$ cat src/rtl/mem_arb_pkg.sv
// Shared types and constants for the unified instruction/data memory port arbiter.
package mem_arb_pkg;

    typedef enum logic [1:0] {
        IDLE,
        BUSY_IF,
        BUSY_DM
    } arb_state_t;

    typedef enum logic {
        GNT_IF,
        GNT_DM
    } grant_t;

    localparam int DEFAULT_MAX_WAIT = 4;
    localparam int STARVE_CNT_W     = 4;

endpackage

$ cat src/rtl/arb_starve_counter.sv
// Saturating count of cycles Fetch has waited behind a Data access.
module arb_starve_counter
    import mem_arb_pkg::*;
#(
    parameter int MAX_WAIT = DEFAULT_MAX_WAIT
) (
    input  logic clk,
    input  logic reset,
    input  logic inc,
    input  logic clr,
    output logic at_max
);

    localparam logic [STARVE_CNT_W-1:0] MAX_CNT = STARVE_CNT_W'(MAX_WAIT);

    logic [STARVE_CNT_W-1:0] count_q, count_d;

    always_comb begin
        count_d = count_q;
        if (clr) begin
            count_d = '0;
        end else if (inc && (count_q != MAX_CNT)) begin
            count_d = count_q + 1'b1;
        end
    end

    always_ff @(posedge clk or posedge reset) begin
        if (reset) begin
            count_q <= '0;
        end else begin
            count_q <= count_d;
        end
    end

    assign at_max = (count_q == MAX_CNT);

endmodule

$ cat src/rtl/mem_port_arbiter.sv
// Arbitrates the single-ported unified memory between Fetch and the Memory stage,
// holding a level req/ack handshake and returning data with a one-cycle done pulse.
module mem_port_arbiter
    import mem_arb_pkg::*;
#(
    parameter int AW       = 32,
    parameter int DW       = 32,
    parameter int MAX_WAIT = DEFAULT_MAX_WAIT
) (
    input  logic          clk,
    input  logic          reset,
    input  logic          if_req,
    input  logic [AW-1:0] if_addr,
    output logic [DW-1:0] if_rdata,
    output logic          if_done,
    output logic          if_stall,
    input  logic          dm_req,
    input  logic          dm_we,
    input  logic [AW-1:0] dm_addr,
    input  logic [DW-1:0] dm_wdata,
    output logic [DW-1:0] dm_rdata,
    output logic          dm_done,
    output logic          dm_stall,
    output logic          mem_req,
    output logic          mem_we,
    output logic [AW-1:0] mem_addr,
    output logic [DW-1:0] mem_wdata,
    input  logic          mem_ack,
    input  logic [DW-1:0] mem_rdata
);

    arb_state_t    state_q, state_d;
    logic          mem_req_q, mem_req_d;
    logic          mem_we_q, mem_we_d;
    logic [AW-1:0] mem_addr_q, mem_addr_d;
    logic [DW-1:0] mem_wdata_q, mem_wdata_d;
    logic [DW-1:0] if_rdata_q, if_rdata_d;
    logic [DW-1:0] dm_rdata_q, dm_rdata_d;
    logic          if_done_q, if_done_d;
    logic          dm_done_q, dm_done_d;

    logic   if_elig, dm_elig, grant_valid, at_max;
    grant_t grant;

    // A requester whose done is pulsing is about to advance, so its held req is stale.
    always_comb begin
        if_elig     = if_req & ~if_done_q;
        dm_elig     = dm_req & ~dm_done_q;
        grant_valid = 1'b0;
        grant       = GNT_DM;
        if (if_elig && dm_elig) begin
            grant_valid = 1'b1;
            grant       = at_max ? GNT_IF : GNT_DM;
        end else if (dm_elig) begin
            grant_valid = 1'b1;
            grant       = GNT_DM;
        end else if (if_elig) begin
            grant_valid = 1'b1;
            grant       = GNT_IF;
        end
    end

    always_comb begin
        state_d     = state_q;
        mem_req_d   = mem_req_q;
        mem_we_d    = mem_we_q;
        mem_addr_d  = mem_addr_q;
        mem_wdata_d = mem_wdata_q;
        if_rdata_d  = if_rdata_q;
        dm_rdata_d  = dm_rdata_q;
        if_done_d   = 1'b0;
        dm_done_d   = 1'b0;
        case (state_q)
            IDLE: begin
                if (grant_valid) begin
                    mem_req_d = 1'b1;
                    if (grant == GNT_IF) begin
                        state_d     = BUSY_IF;
                        mem_we_d    = 1'b0;
                        mem_addr_d  = if_addr;
                        mem_wdata_d = '0;
                    end else begin
                        state_d     = BUSY_DM;
                        mem_we_d    = dm_we;
                        mem_addr_d  = dm_addr;
                        mem_wdata_d = dm_wdata;
                    end
                end
            end
            BUSY_IF: begin
                if (mem_ack) begin
                    state_d    = IDLE;
                    mem_req_d  = 1'b0;
                    mem_we_d   = 1'b0;
                    if_rdata_d = mem_rdata;
                    if_done_d  = 1'b1;
                end
            end
            BUSY_DM: begin
                if (mem_ack) begin
                    state_d    = IDLE;
                    mem_req_d  = 1'b0;
                    mem_we_d   = 1'b0;
                    dm_rdata_d = mem_rdata;
                    dm_done_d  = 1'b1;
                end
            end
            default: begin
                state_d   = IDLE;
                mem_req_d = 1'b0;
                mem_we_d  = 1'b0;
            end
        endcase
    end

    always_ff @(posedge clk or posedge reset) begin
        if (reset) begin
            state_q     <= IDLE;
            mem_req_q   <= 1'b0;
            mem_we_q    <= 1'b0;
            mem_addr_q  <= '0;
            mem_wdata_q <= '0;
            if_rdata_q  <= '0;
            dm_rdata_q  <= '0;
            if_done_q   <= 1'b0;
            dm_done_q   <= 1'b0;
        end else begin
            state_q     <= state_d;
            mem_req_q   <= mem_req_d;
            mem_we_q    <= mem_we_d;
            mem_addr_q  <= mem_addr_d;
            mem_wdata_q <= mem_wdata_d;
            if_rdata_q  <= if_rdata_d;
            dm_rdata_q  <= dm_rdata_d;
            if_done_q   <= if_done_d;
            dm_done_q   <= dm_done_d;
        end
    end

    arb_starve_counter #(
        .MAX_WAIT(MAX_WAIT)
    ) u_starve (
        .clk   (clk),
        .reset (reset),
        .inc   ((state_q == BUSY_DM) && if_req),
        .clr   ((state_q == IDLE) && grant_valid && (grant == GNT_IF)),
        .at_max(at_max)
    );

    assign mem_req   = mem_req_q;
    assign mem_we    = mem_we_q;
    assign mem_addr  = mem_addr_q;
    assign mem_wdata = mem_wdata_q;
    assign if_rdata  = if_rdata_q;
    assign dm_rdata  = dm_rdata_q;
    assign if_done   = if_done_q;
    assign dm_done   = dm_done_q;
    assign if_stall  = if_req & ~if_done_q;
    assign dm_stall  = dm_req & ~dm_done_q;

endmodule

$ cat config.mk
export PLATFORM = sky130hd
export DESIGN_NAME = mem_port_arbiter
export DESIGN_NICKNAME = d
export VERILOG_FILES = /design/src/rtl/mem_arb_pkg.sv /design/src/rtl/arb_starve_counter.sv /design/src/rtl/mem_port_arbiter.sv
export SDC_FILE = /design/constraint.sdc
export NUM_CORES = 1
export LEC_CHECK = 0
export ABC_AREA = 1
export CORE_ASPECT_RATIO = 0.6
export CORE_MARGIN = 2
export CORE_UTILIZATION = 30
export DETAILED_ROUTE_END_ITERATION = 10
export GPL_TIMING_DRIVEN = 0
export MAX_ROUTING_LAYER = met4
export PLACE_DENSITY = 0.67
export SYNTH_ARGS = -nofsm -noshare
export SYNTH_HDL_FRONTEND = slang
export SYNTH_HIERARCHICAL = 1
export SYNTH_SLANG_ARGS = --single-unit
$ cat constraint.sdc
create_clock -name clk -period 5.9 [get_ports clk]
set_input_delay 1.475 -clock clk [delete_from_list [all_inputs] [get_ports clk]]
set_output_delay 1.475 -clock clk [all_outputs]
set_load 0.1 [all_outputs]
Word-level counts from Yosys, hierarchy flattened
Cells that the tools add are included.
{"block": "word_totals", "regBits": 138, "in_bits": 134, "out_inout_bits": 134}
{"block": "classes", "eq_ne": 6, "bitwise": 5, "n_reduce_logical": 12, "n_mux": 24, "addsub": 1}
{"operator": "two-way mux 32 bit", "n": 2}
{"operator": "two-way mux 1 bit", "n": 14}
{"operator": "two-way mux 4 bit", "n": 2}
{"operator": "AND reduction 2 bit", "n": 4}
{"operator": "two-way mux 2 bit", "n": 3}
{"operator": "logical AND 1 bit", "n": 5}
{"operator": "adder 4 x 1 -> 4 bit (second input constant)", "n": 1}
{"operator": "equality test 4 x 3 -> 1 bit (second input constant)", "n": 1}
{"operator": "!= test 4 x 3 -> 1 bit (second input constant)", "n": 1}
{"operator": "case mux 1 bit (2 select lines)", "n": 2}
{"operator": "case mux 2 bit (2 select lines)", "n": 1}
{"operator": "inverter 1 bit", "n": 3}
{"operator": "AND 1 bit", "n": 2}
{"operator": "equality test 2 x 1 -> 1 bit (second input constant)", "n": 1}
{"operator": "equality test 2 bit (second input constant)", "n": 1}
{"operator": "logical NOT 2 bit", "n": 1}
{"operator": "!= test 2 x 1 -> 1 bit (second input constant)", "n": 1}
{"operator": "!= test 2 bit (second input constant)", "n": 1}
{"operator": "nonzero test 2 bit", "n": 1}
{"operator": "OR reduction 2 bit", "n": 1}

Logic depth before layout (Yosys ltp)
{"block": "depth", "ltp_word": 8, "mapped_depth": 12, "ltp_nobuf": 11}

Hierarchy
The synthesis kept the hierarchy.
{"mod": "mem_port_arbiter", "seq_area_each_um2": 3353.2, "cells_each": 665, "area_per_inst_um2": 5748.0, "n_inst": 1}
{"mod": "arb_starve_counter", "seq_area_each_um2": 100.1, "cells_each": 33, "area_per_inst_um2": 256.5, "n_inst": 1}

Least setup slack after synthesis
Ideal clock, no wire load.
{"block": "synth_path", "kind": "input to output", "from": "in dm_req", "to": "out dm_stall", "required_ps": 4425, "stages": 2, "n_path_buf": 0, "slack_ps": 2286, "arrival_ps": 2139, "cell_sequence": "nand2_1 -> inv_1"}
{"block": "synth_between", "elab_chain_cells": 1}
{"item": "from (decl)", "line_no": "mem_port_arbiter.sv:17", "source": "input logic dm_req,"}
{"item": "AND 1 bit", "line_no": "mem_port_arbiter.sv:159", "source": "assign dm_stall = dm_req & ~dm_done_q;"}
{"item": "to (decl)", "line_no": "mem_port_arbiter.sv:23", "source": "output logic dm_stall,"}
Every way passes these cells.

Final worst setup path
{"block": "layout_path", "from": "in if_req", "to": "out if_stall"}
{"block": "layout_between", "elab_chain_cells": 1}
{"item": "from (decl)", "line_no": "mem_port_arbiter.sv:12", "source": "input logic if_req,"}
{"item": "AND 1 bit", "line_no": "mem_port_arbiter.sv:158", "source": "assign if_stall = if_req & ~if_done_q;"}
{"item": "to (decl)", "line_no": "mem_port_arbiter.sv:16", "source": "output logic if_stall,"}
Every way passes these cells.

==> impl_metrics.csv <==
group,metric,value,unit
outcome,status,"complete, no violations",
routing,route.met3.wl,1520,um
synth,syn_area,0.00600,mm2
synth,yosys_register_bits,138,
global_routing,grt_start_max_net_pins,83,
floorplanning,start_util,30.3,%
timing,slew_violations,0,
floorplanning,dieArea,0.0212,mm2
routing,viasPerCell,4.43,
timing,rsz0062_at_grt,"no",
synth,avgSynthCellArea,8.60,um2
cts,clk_latency,0.42,ns
place,io_buffers,267,
timing,slew_headroom,31.1,%
floorplanning,coreArea,0.0198,mm2
run,max_cap_violations,0,
place,placed_cells,1239,
routing,ant_nets,0,
cells_and_area,layout.nets,1124,
synth,yosysSeqAreaShare,57.5,%
floorplanning,dieWidth,187,um
cells_and_area,n_antenna_cell,0,
routing,dr.max_layer_used,"met4",
global_routing,grt_usage,19.0,%
timing,fmax,197,MHz
timing,period_share,86.2,%
synth,synth_cell_types,22,
floorplanning,rows,40,
cts,cts_resized,0,
critical_path,startpoint_type,"primary input",
critical_path,crit_path_max_incr_delay,1.18,ns
cts,post_cts_buffers,0,
cells_and_area,stdcell_count,1271,
synth,synth_warnings,6,
cts,cts_tree,"yes",
place,place_congestion,0.865,
critical_path,cp.arrival,3.61,ns
timing,worstMarginPinSlew,1.03,ns
cts,clock-sinks,138,
critical_path,critical_path_required,4.43,ns
critical_path,crit_type,"in -> out",
routing,via_count,5626,
global_routing,grt_pass1_vias,5663,
routing,met1Wirelength,9300,um
cells_and_area,area_growth,60.5,%
timing,period_needed,5.08,ns
timing,setup_viol,0,
cells_and_area,layout-drive-gt1-share,6.91,%
critical_path,cp_common_cell,"clkdlybuf4s50_1",
cts,ctsHoldBuffers,0,
floorplanning,io_pins,268,
timing,clock_skew,0.0158,ns
critical_path,cp_cell_sequence,"clkdlybuf4s50_1 > nand2_2 > clkinv_2 > buf_2 > clkdlybuf4s50_1",
global_routing,grt_overflow_total,0,
hold_path,hold_path.class,"reg -> reg",
routing,drt-total-wl,19000,um
routing,route.met2.wl,8050,um
place,hpwl,14300,um
critical_path,cp_max_fo,10,
critical_path,endpoint_kind,"primary output",
cts,clk_pin_slew,0.06,ns
synth,syn-num-nets,837,
global_routing,grt_first_pass_wirelength,30700,um
synth,synth_cells,698,
routing,drc,0,
floorplanning,die_h,114,um
critical_path,crit_slowest_cell,"clkdlybuf4s50_1",
routing,drtIter0Drc,312,
routing,wire_per_inst,15.0,um
cts,root_buffer,"clkbuf_16",
cts,cts_buffer_depth,2,
cts,numCtsBuffers,17,
global_routing,antenna_found_initial,0,
routing,dr.pass1.iters,5,
timing,finalHoldViolCount,0,
cts,h-tree-depth,4,
flip-flops by register name, indices dropped and copies added (netlist names):
name and cells:
dm_rdata 32, if_rdata 32, mem_addr 32, mem_wdata 32
u_starve/count_q 4, state_q 2, dm_done 1, if_done 1
mem_req 1, mem_we 1
synth_stat cells (all sizes together):
| library cell | number | area share [%] |
|---|---|---|
| buf | 27 | 2.9 |
| ha | 5 | 1.0 |
| inv | 86 | 5.4 |
| nor2 | 6 | 0.58 |
| o21ai | 103 | 8.6 |
| clkbuf | 13 | 0.81 |
| nand4 | 3 | 0.31 |
| clkinv | 1 | 0.083 |
| dfrtp | 138 | 58 |
| nand3 | 38 | 3.3 |
| nand3b | 32 | 4.0 |
| or2 | 1 | 0.10 |
| nand2 | 245 | 15 |
routing by layer:
layer / up-vias / global-route usage [%]
met5: - / -
met4: 0 / 4.76
met3: 12 / 5.54
met2: 195 / 27.8
met1: 2666 / 26.0
li1: 2753 / -
area by class of cell:
cell class | instances | area, um2
fillers | 1888 | 10200
flip-flops and latches | 138 | 3450
repair buffers | 268 | 2700
multi-input cells | 433 | 2000
clock buffers | 18 | 429
well taps | 273 | 342
inverters | 87 | 333
plain buffers | 40 | 223
clock inverters | 14 | 159
worst max-delay path: cells and delay by family:
family,cells,cell delay [ns]
and+or+nand+nor,1,0.08
buffers and inverters,4,2.04
path summary, 6_finish.rpt:
kind                                          start                   to  slack (ns)  cells past startpoint
worst max-delay path                         if_req             if_stall        0.82                      5
worst min-delay path                   mem_addr[27]         mem_addr[27]        0.48                      2
worst max register to register  u_starve/count_q[0]  u_starve/count_q[1]        3.76                     12
worst min register to register         mem_addr[27]         mem_addr[27]        0.48                      2
max in group asynchronous                     reset           state_q[1]        3.57                      3
min in group asynchronous                     reset  u_starve/count_q[1]        1.39                      2
metrics by stage:
| stage | setup slack [ns] | cell area, um2 | setup TNS [ns] | utilization (%) | hold slack, ns |
|---|---|---|---|---|---|
| floorplan | 0.842 | 6000 | 0 | - | 0.522 |
| global placement | -1.34 | 9020 | -178.23 | 45.5 | 0.463 |
| detailed placement | 0.815 | 9050 | 0 | 45.7 | 0.466 |
| CTS | 0.807 | 9640 | 0 | 48.6 | 0.479 |
| global route | 0.744 | 9640 | 0 | 48.6 | 0.503 |
| finish | 0.817 | 9640 | 0 | 48.6 | 0.478 |
placed cells by master (no fill, tap or decap):
cell type	count
nand2_2	3
buf_2	16
ha_1	5
inv_1	84
clkinv_2	2
buf_6	4
inv_8	1
nand2_1	242
nand3b_1	32
buf_16	1
clkdlybuf4s50_1	267
nor2_1	3
buf_4	6
buf_1	1
or2_2	1
clkbuf_1	14
clkinv_4	1
nand3_2	1
nand3_1	37
nor2_2	2
bufinv_16	2
nand4_1	3
inv_6	6
o21ai_1	2
o21ai_0	101
clkbuf_16	17
clkinvlp_4	4
inv_2	1
nor2_4	1
dfrtp_1	138
kinds of logic (layout without fill, tap and decap cells):
group / count (synthesis) / count (layout) / synth area share (%)
flops: 138 / 138 / 57.5
buf+inv: 127 / 427 / 9.17
compound gates: 103 / 103 / 8.59
fa+ha+maj: 5 / 5 / 1.04
simple gates: 325 / 325 / 23.7
Power is not shown: default switching activity piles up to over one toggle a cycle in this logic, so the estimate is an artifact.
==> patch: new RTL, same settings <==
`DW`: 32 -> 28.
--- a/src/rtl/mem_port_arbiter.sv
+++ b/src/rtl/mem_port_arbiter.sv
@@ -4,7 +4,7 @@
     import mem_arb_pkg::*;
 #(
     parameter int AW       = 32,
-    parameter int DW       = 32,
+    parameter int DW       = 28,
     parameter int MAX_WAIT = DEFAULT_MAX_WAIT
 ) (
     input  logic          clk,
Interface: changed (5 resized); port bits go from 268 to 248. The function was not compared with the original's and may differ.
==> patch against the original RTL <==
Clock skew shrank 0.0041 ns; wire length shrank 6.7%; area after synthesis shrank 7.8%; maximum frequency shrank 1.5%; sequential cell count shrank 12; via count shrank 8.3%; final area shrank 7.0%; count of clock-buffer cells in the layout is the same; worst setup slack lost 0.077 ns; utilization grew 0.96 points.
Power is not shown: default switching activity piles up to over one toggle a cycle in this logic, so the estimate is an artifact.
==> patch: results (changes against the original RTL) <==
status: "finished, final reports clean"  # unchanged
gp_congestion: 0.805  # was 0.865
grt_pass1_vias: 5117  # was 5663
multi_input_cells: 405  # was 433
multi_input_area_um2: 1880  # was 2000 um^2
synth_compound_area_share_pct: 8.23  # was 8.59%
post_dp_cell_area_um2: 8340  # was 9050 um^2
synthTopCellsByArea: "dfrtp_1 (57%), nand2_1 (15%), o21ai_0 (7.6%), inv_1 (5.5%), nand3b_1 (4.3%)"  # was dfrtp_1 (58%), nand2_1 (15%), o21ai_0 (8.4%), inv_1 (5.3%), nand3b_1 (4.0%)
htree_levels: 4  # unchanged
synth_fa_ha_area_share_pct: 1.13  # was 1.04%
drive_above_1_share_pct: 7.53  # was 6.91%
antenna_cells: 0  # unchanged
wl_per_cell_um: 15.2  # was 15.0 um
hpwl_um: 13100  # was 14300 um
synthTopCellsByCount: "nand2_1 (227), dfrtp_1 (126), o21ai_0 (84)"  # was nand2_1 (242), dfrtp_1 (138), o21ai_0 (101)
worst_pin_slew_ns: 1.02  # was 1.03 ns
via_per_inst: 4.41  # was 4.43
synthMuxAreaShare_pct: 0  # unchanged
track_usage_pct: 18.8  # was 19.0%
yosysWarnings: 6  # unchanged
dp.cells: 1138  # was 1239
fillers: 1736  # was 1888
postCtsSetupRepairBufs: 0  # unchanged
clock_latency_ns: 0.41
dpl_worst_slack_ns: 0.707  # was 0.815 ns
synth_xor_area_share_pct: 0  # unchanged
firstDrtPassIters: 6  # was 5
grt_max_degree: 71  # was 83
nets: 1048  # was 1124
nonClkBufAreaFrac_pct: 30.1  # was 30.3%
ys_ff_latch: 126  # was 138
final-clk-cell-share_pct: 6.91  # was 6.10%
largest_reg_flops: 32
yosysSeqAreaShare_pct: 57.0  # was 57.5%
ff_latch_area_um2: 3150  # was 3450 um^2
cts_buffers: 17  # unchanged
synthFlopType: "dfrtp_1"  # unchanged
io_buffers: 247  # was 267
first_iter_violations: 268  # was 312
skew_ns: 0.0117  # was 0.0158 ns
fin_area_um2: 8960  # was 9640 um^2
nNonClkBuffers: 284  # was 308
critPathArrivalTime_ns: 3.69  # was 3.61 ns
n_clock_buffer: 18  # unchanged
syn_nets: 781  # was 837
grt_pass1_wl_um: 27300  # was 30700 um
cpMaxStageDelayCell: "clkdlybuf4s50_1"  # unchanged
syn_area_per_cell_um2: 8.52  # was 8.60 um^2
final_cells: 1170  # was 1271
num-nonclk-inverters: 83  # was 87
cts_resized: 0  # unchanged
clkTransAtPathRegs_ns: 0.06  # about the same
cts_root_buffer: "clkbuf_16"  # unchanged
[patch: cell count changes after synthesis, sizes merged]
cell / unedited run / this run
buf: 27 / 28
clkbuf: 13 / 8
clkinv: 1 / 0
dfrtp: 138 / 126
inv: 86 / 83
nand2: 245 / 229
o21ai: 103 / 91
[patch: path summary, 6_finish.rpt]
check	end	from	cells past startpoint	slack, ns
hold / removal	mem_addr[24]	mem_addr[24]	2	0.47
max in group asynchronous	mem_addr[18]	reset	3	3.66
min in group asynchronous	u_starve/count_q[2]	reset	2	1.39
setup reg to reg	u_starve/count_q[0]	u_starve/count_q[0]	12	3.62
setup / recovery	if_stall	if_req	5	0.74
hold reg to reg	mem_addr[24]	mem_addr[24]	2	0.47
[patch: per-layer routing]
metal	part of all wire (%)	global-route usage, %	wire length (um)	vias up
met2	42	26.0	7400	166
met1	50	26.4	8790	2418
met5	0	-	0	-
met4	0.87	5.01	155	0
li1	-	-	-	2564
met3	7.9	6.07	1400	13
